--- src/rtl/piso_pkg.sv ---
// Shared types and helpers for the PISO serializer.
// PISO_PARITY_EN adds the PARITY state to the state enum.
package piso_pkg;

    localparam int unsigned DEFAULT_DATA_W = 8;

    typedef enum logic [2:0] {
        ST_IDLE   = 3'd0,
        ST_LOAD   = 3'd1,
        ST_SHIFT  = 3'd2,
`ifdef PISO_PARITY_EN
        ST_PARITY = 3'd3,
`endif
        ST_DONE   = 3'd4
    } piso_state_t;

    // Bit-counter width able to hold 0..data_w-1 (never narrower than one bit).
    function automatic int unsigned cnt_width(input int unsigned data_w);
        return (data_w > 1) ? $clog2(data_w) : 1;
    endfunction

endpackage

--- src/rtl/piso_shift_reg.sv ---
// Capture/shift datapath for the PISO serializer: load on handshake, shift left, MSB tap.
// With PISO_PARITY_EN the even parity of the captured word is also held.
module piso_shift_reg
    import piso_pkg::*;
#(
    parameter int unsigned DATA_W = DEFAULT_DATA_W
) (
    input  logic              clk,
    input  logic              rst,
    input  logic              load,
    input  logic              shift,
    input  logic [DATA_W-1:0] din,
    output logic              msb
`ifdef PISO_PARITY_EN
    ,
    output logic              parity
`endif
);

    logic [DATA_W-1:0] sr;

    // Load has priority; shifting brings zeros in from the LSB side.
    always_ff @(posedge clk) begin
        if (rst) begin
            sr <= '0;
        end else if (load) begin
            sr <= din;
        end else if (shift) begin
            sr <= {sr[DATA_W-2:0], 1'b0};
        end
    end

    assign msb = sr[DATA_W-1];

`ifdef PISO_PARITY_EN
    // Parity is taken at capture, since the shift register is consumed by the frame.
    always_ff @(posedge clk) begin
        if (rst) begin
            parity <= 1'b0;
        end else if (load) begin
            parity <= ^din;
        end
    end
`endif

endmodule

--- src/rtl/piso_serializer.sv ---
// Parallel-in/serial-out framer producing MSB-first data plus receiver strobes.
// Define PISO_PARITY_EN to append an even-parity cycle and expose parity_o.
module piso_serializer
    import piso_pkg::*;
#(
    parameter int unsigned DATA_W = DEFAULT_DATA_W
) (
    input  logic              clk,
    input  logic              rst,
    input  logic [DATA_W-1:0] in_data,
    input  logic              in_valid,
    output logic              in_ready,
    output logic              serial_out,
    output logic              shift_o,
    output logic              load_o,
    output logic              done_o,
    output logic              active_o
`ifdef PISO_PARITY_EN
    ,
    output logic              parity_o
`endif
);

    localparam int unsigned       CNT_W    = cnt_width(DATA_W);
    localparam logic [CNT_W-1:0]  CNT_LAST = CNT_W'(DATA_W - 1);

    piso_state_t      state;
    piso_state_t      state_next;
    logic [CNT_W-1:0] cnt;
    logic             accept;
    logic             msb;
`ifdef PISO_PARITY_EN
    logic             par_bit;
`endif

    assign accept = in_valid && in_ready;

    piso_shift_reg #(
        .DATA_W (DATA_W)
    ) u_shift_reg (
        .clk    (clk),
        .rst    (rst),
        .load   (accept),
        .shift  (state == ST_SHIFT),
        .din    (in_data),
        .msb    (msb)
`ifdef PISO_PARITY_EN
        ,
        .parity (par_bit)
`endif
    );

    // State, bit counter and ready flag; in_ready stays low for the whole reset period.
    always_ff @(posedge clk) begin
        if (rst) begin
            state    <= ST_IDLE;
            cnt      <= '0;
            in_ready <= 1'b0;
        end else begin
            state    <= state_next;
            in_ready <= (state_next == ST_IDLE);
            if (state == ST_LOAD) begin
                cnt <= '0;
            end else if (state == ST_SHIFT) begin
                cnt <= cnt + CNT_W'(1);
            end
        end
    end

    // Next-state and strobe decode; serial_out is forced low outside data/parity cycles.
    always_comb begin
        state_next = state;
        serial_out = 1'b0;
        shift_o    = 1'b0;
        load_o     = 1'b0;
        done_o     = 1'b0;
        active_o   = 1'b0;
`ifdef PISO_PARITY_EN
        parity_o   = 1'b0;
`endif
        case (state)
            ST_IDLE: begin
                if (accept) begin
                    state_next = ST_LOAD;
                end
            end
            ST_LOAD: begin
                load_o     = 1'b1;
                active_o   = 1'b1;
                state_next = ST_SHIFT;
            end
            ST_SHIFT: begin
                shift_o    = 1'b1;
                active_o   = 1'b1;
                serial_out = msb;
                if (cnt == CNT_LAST) begin
`ifdef PISO_PARITY_EN
                    state_next = ST_PARITY;
`else
                    state_next = ST_DONE;
`endif
                end
            end
`ifdef PISO_PARITY_EN
            ST_PARITY: begin
                parity_o   = 1'b1;
                active_o   = 1'b1;
                serial_out = par_bit;
                state_next = ST_DONE;
            end
`endif
            ST_DONE: begin
                done_o     = 1'b1;
                active_o   = 1'b1;
                state_next = ST_IDLE;
            end
            default: begin
                state_next = ST_IDLE;
            end
        endcase
    end

endmodule

--- config.mk ---
export PLATFORM = sky130hd
export DESIGN_NAME = piso_serializer
export DESIGN_NICKNAME = d
export VERILOG_FILES = /design/src/rtl/piso_pkg.sv /design/src/rtl/piso_shift_reg.sv /design/src/rtl/piso_serializer.sv
export SDC_FILE = /design/constraint.sdc
export NUM_CORES = 1
export LEC_CHECK = 0
export CAP_MARGIN = 5
export CORE_ASPECT_RATIO = 1.25
export CORE_UTILIZATION = 30
export CTS_BUF_LIST = sky130_fd_sc_hd__clkbuf_8
export DETAILED_ROUTE_END_ITERATION = 16
export PLACE_DENSITY = 0.52
export RECOVER_POWER = 25
export SLEW_MARGIN = 20
export SYNTH_ARGS = -nofsm -noshare
export SYNTH_HDL_FRONTEND = slang
export SYNTH_SLANG_ARGS = --single-unit
--- constraint.sdc ---
create_clock -name clk -period 1.3 [get_ports clk]
set_input_delay 0.195 -clock clk [delete_from_list [all_inputs] [get_ports clk]]
set_output_delay 0.195 -clock clk [all_outputs]
set_load 0.05 [all_outputs]
==> results.yml <==
run_status:
  status: "finished with violations"
  failed_checks: "negative setup slack"
worst_setup_path:
  start_kind: "flip-flop"
  r2r_slack_ns: -0.03
  critical_path_class: "reg -> out"
  regToRegStartpoint: "state[2]"
  path_buf_inv: 2
  required_ns: 1.11
  slowest_stage: "or3b_4"
  end_kind: "output pin"
  crit_fanout: 4
  critical_path.endpoint: "serial_out"
  crit_arrival_ns: 1.31
  max_stage_delay_ns: 0.41
  r2r_cells: 5
  cp_top_family: "simple AND/OR/NAND/NOR gates"
  cp.depth: 4
  startpoint: "state[2]"
  r2r-end: "u_shift_reg.sr[5]"
  crit_chain: "or3b_4 -> clkinv_4 -> and2_4 -> buf_12"
power_and_ir_drop:
  clock_power_share: 0.329
  p_sw_frac: 0.263
  cellLeakagePower_nw: 0.446
  p_sw_uw: 296
  vdd_ir_drop_max_mv: 0.652
  p_int_uw: 831
  combPwrFrac: 0.221
  pwr-share-seq: 0.449
  power_density_nw_per_um2: 1010
  total_power_mw: 1.13
synthesis:
  synthXorXnorAreaFrac: 0.0265
  synth.yosys.seq_area_share: 0.454
  netlist_instances: 81
  synth_fa_ha_area_frac: 0.0378
  synth_top_family_by_area: "simple AND/OR/NAND/NOR gates"
  syn_area_per_cell_um2: 8.17
  synth_mux_area_frac: 0
  synth.distinct_cells: 21
  synthesis.area_um2: 662
  synth-compound-area-share: 0.146
  synth_fp_nets: 94
  yosysWarnings: 0
  synthSimpleGateAreaFrac: 0.276
  ys_seq_elements: 15
placement:
  dp_hpwl_um: 1090
  port_buffers: 16
  place.gp.congestion: 0.725
  placed_area_um2: 996
global_routing:
  antenna_found_initial: 0
  grt_pass1_vias: 592
  grt_pass1_wl_um: 2640
  grt.overflow.total: 0
  grt.total_usage: 0.151
  grt_max_degree: 18
final_layout:
  layout.nets: 124
  drive_gt1_frac: 0.400
  fillers: 191
  layout_common_cells: "nand2_1 (18), buf_4 (12), dfxtp_1 (11)"
  area_delta_synth_final_pct: 68.4
  antennaDiodeCount: 0
  final_common_cell: "nand2_1"
  final_util: 0.550
  design_area_um2: 1110
floorplanning:
  core_um2: 2030
  start_util: 0.327
  die_w_um: 44.0
  dieHeight_um: 54.5
  fp-row-count: 18
  die_area_um2: 2400
  pin_count: 17
sta:
  drv_slew: 0
  setup_violations: 6
  grt_setup_unrepaired: "yes"
  fin_skew_ns: 0.00165
  tightestPinTransition_ns: 0.360
  holdWs_ns: 0.461
  period_minus_slack_ns: 1.51
  fmax_mhz: 663
  finalCritPeriodShare: 1.16
  setup_ws_ns: -0.208
  slew-limit-headroom: 0.760
  hold_viol_final: 0
route:
  drc: 0
  num_vias: 643
  antenna_left: 0
  wirelength_um: 1550
  drt-initial-drc-count: 13
  vias_per_cell: 4.95
  firstDrtPassIters: 6
  post_drt_wl_per_cell_um: 12.0
clock_network:
  clk_latency_ns: 0.24
  cts_hold_buf: 0
  cts-root-buf: "clkbuf_8"
  cts_tree: "built"
  path_clk_slew_ns: 0.06
  numClockSinks: 15
  h-tree-depth: 1
  clockBufferDepth: 2
  numCtsBuffers: 3
worst_hold_path:
  hold_class: "reg -> reg"
  worstHoldPathCells: 2
job:
  maxCapViolations: 0
==> metrics by stage <==
stage	setup slack (ns)	instances	setup TNS (ns)
6_report	-0.208	130	-0.596
5_1_grt	-0.244	130	-1.08
4_1_cts	-0.212	129	-0.713
3_5_place_dp	0.00764	122	0
3_3_place_gp	0.0234	122	0
2_1_floorplan	-0.169	81	-0.660
==> power by group through the flow <==
stage,clock [mW],sequential [mW],combinational (mW)
3_5_place_dp,0,0.516,0.229
3_3_place_gp,0,0.516,0.228
2_1_floorplan,0,0.525,0.112
4_1_cts,0.381,0.506,0.242
6_report,0.371,0.507,0.250
5_1_grt,0.401,0.510,0.269
==> worst reg2reg max path, delay by kind of cell (launching register included) <==
kind / cells / cell delay [ns]
AO/OA/AOI/OAI: 1 / 0.26
AND/OR/NAND/NOR: 2 / 0.46
flip-flops: 1 / 0.32
buffers and inverters: 2 / 0.20
==> logic make-up (layout without fill, tap and decap cells) <==
family | count (synthesis) | after routing
adder cells (fa/ha/maj) | 2 | 2
AND/OR/NAND/NOR | 41 | 41
flip-flops | 15 | 15
XOR/XNOR | 2 | 2
buffers and inverters | 7 | 36
AO/OA/AOI/OAI | 14 | 14
==> state kept, by name (all words and copies together), names as in the netlist <==
register / count
u_shift_reg.sr: 8
cnt: 3
state: 3
in_ready: 1
==> per-layer routing <==
metal,routed length [um],up-vias,share of wire,track usage
li1,-,332,-,-
met1,664,299,0.43,0.183
met2,836,10,0.54,0.267
met3,43,2,0.028,0.0198
met4,10,0,0.0064,0.0606
met5,0,-,0,0
==> synth_stat cells <==
cell / count / area share
nand3_1: 2 / 0.015
nor2_1: 11 / 0.062
inv_1: 1 / 0.0057
nor4_1: 1 / 0.0095
buf_6: 1 / 0.017
clkinv_2: 1 / 0.0076
dfxtp_1: 15 / 0.45
xor2_1: 1 / 0.013
ha_1: 2 / 0.038
nor3b_1: 2 / 0.023
nand2_1: 20 / 0.11
and2_1: 1 / 0.0095
a311oi_1: 7 / 0.093
clkbuf_1: 2 / 0.011
xnor2_1: 1 / 0.013
buf_2: 1 / 0.0076
a21oi_1: 7 / 0.053
or2_2: 2 / 0.019
nor3_1: 1 / 0.0076
buf_4: 1 / 0.011
or3b_4: 1 / 0.017
==> what timing repair did <==
action                     4_1_cts  5_1_grt
hold endpoints to repair         0        0
gates cloned                     0        0
setup buffers                    3        2
setup endpoints to repair        5       14
pin swaps                        7        6
resized for setup                4        9
==> worst min path at each step <==
stage                 from  endpoint  slack (ns)
floorplan              rst  state[0]        0.27
global placement    cnt[2]    cnt[2]        0.44
detailed placement  cnt[2]    cnt[2]        0.45
CTS                 cnt[1]    cnt[1]        0.46
global route        cnt[1]    cnt[1]        0.49
finish              cnt[1]    cnt[1]        0.46
==> layout make-up <==
class,instances,area [um2],share of cell area
clock buffer,3,41.3,0.0370
multi-input combinational,59,399,0.358
clock inverter,1,5.00,0.00449
inverter,2,12.5,0.0112
timing repair buffer,30,327,0.293
sequential,15,305,0.274
tap,20,25.0,0.0224
(Power assumes the default switching activity.)
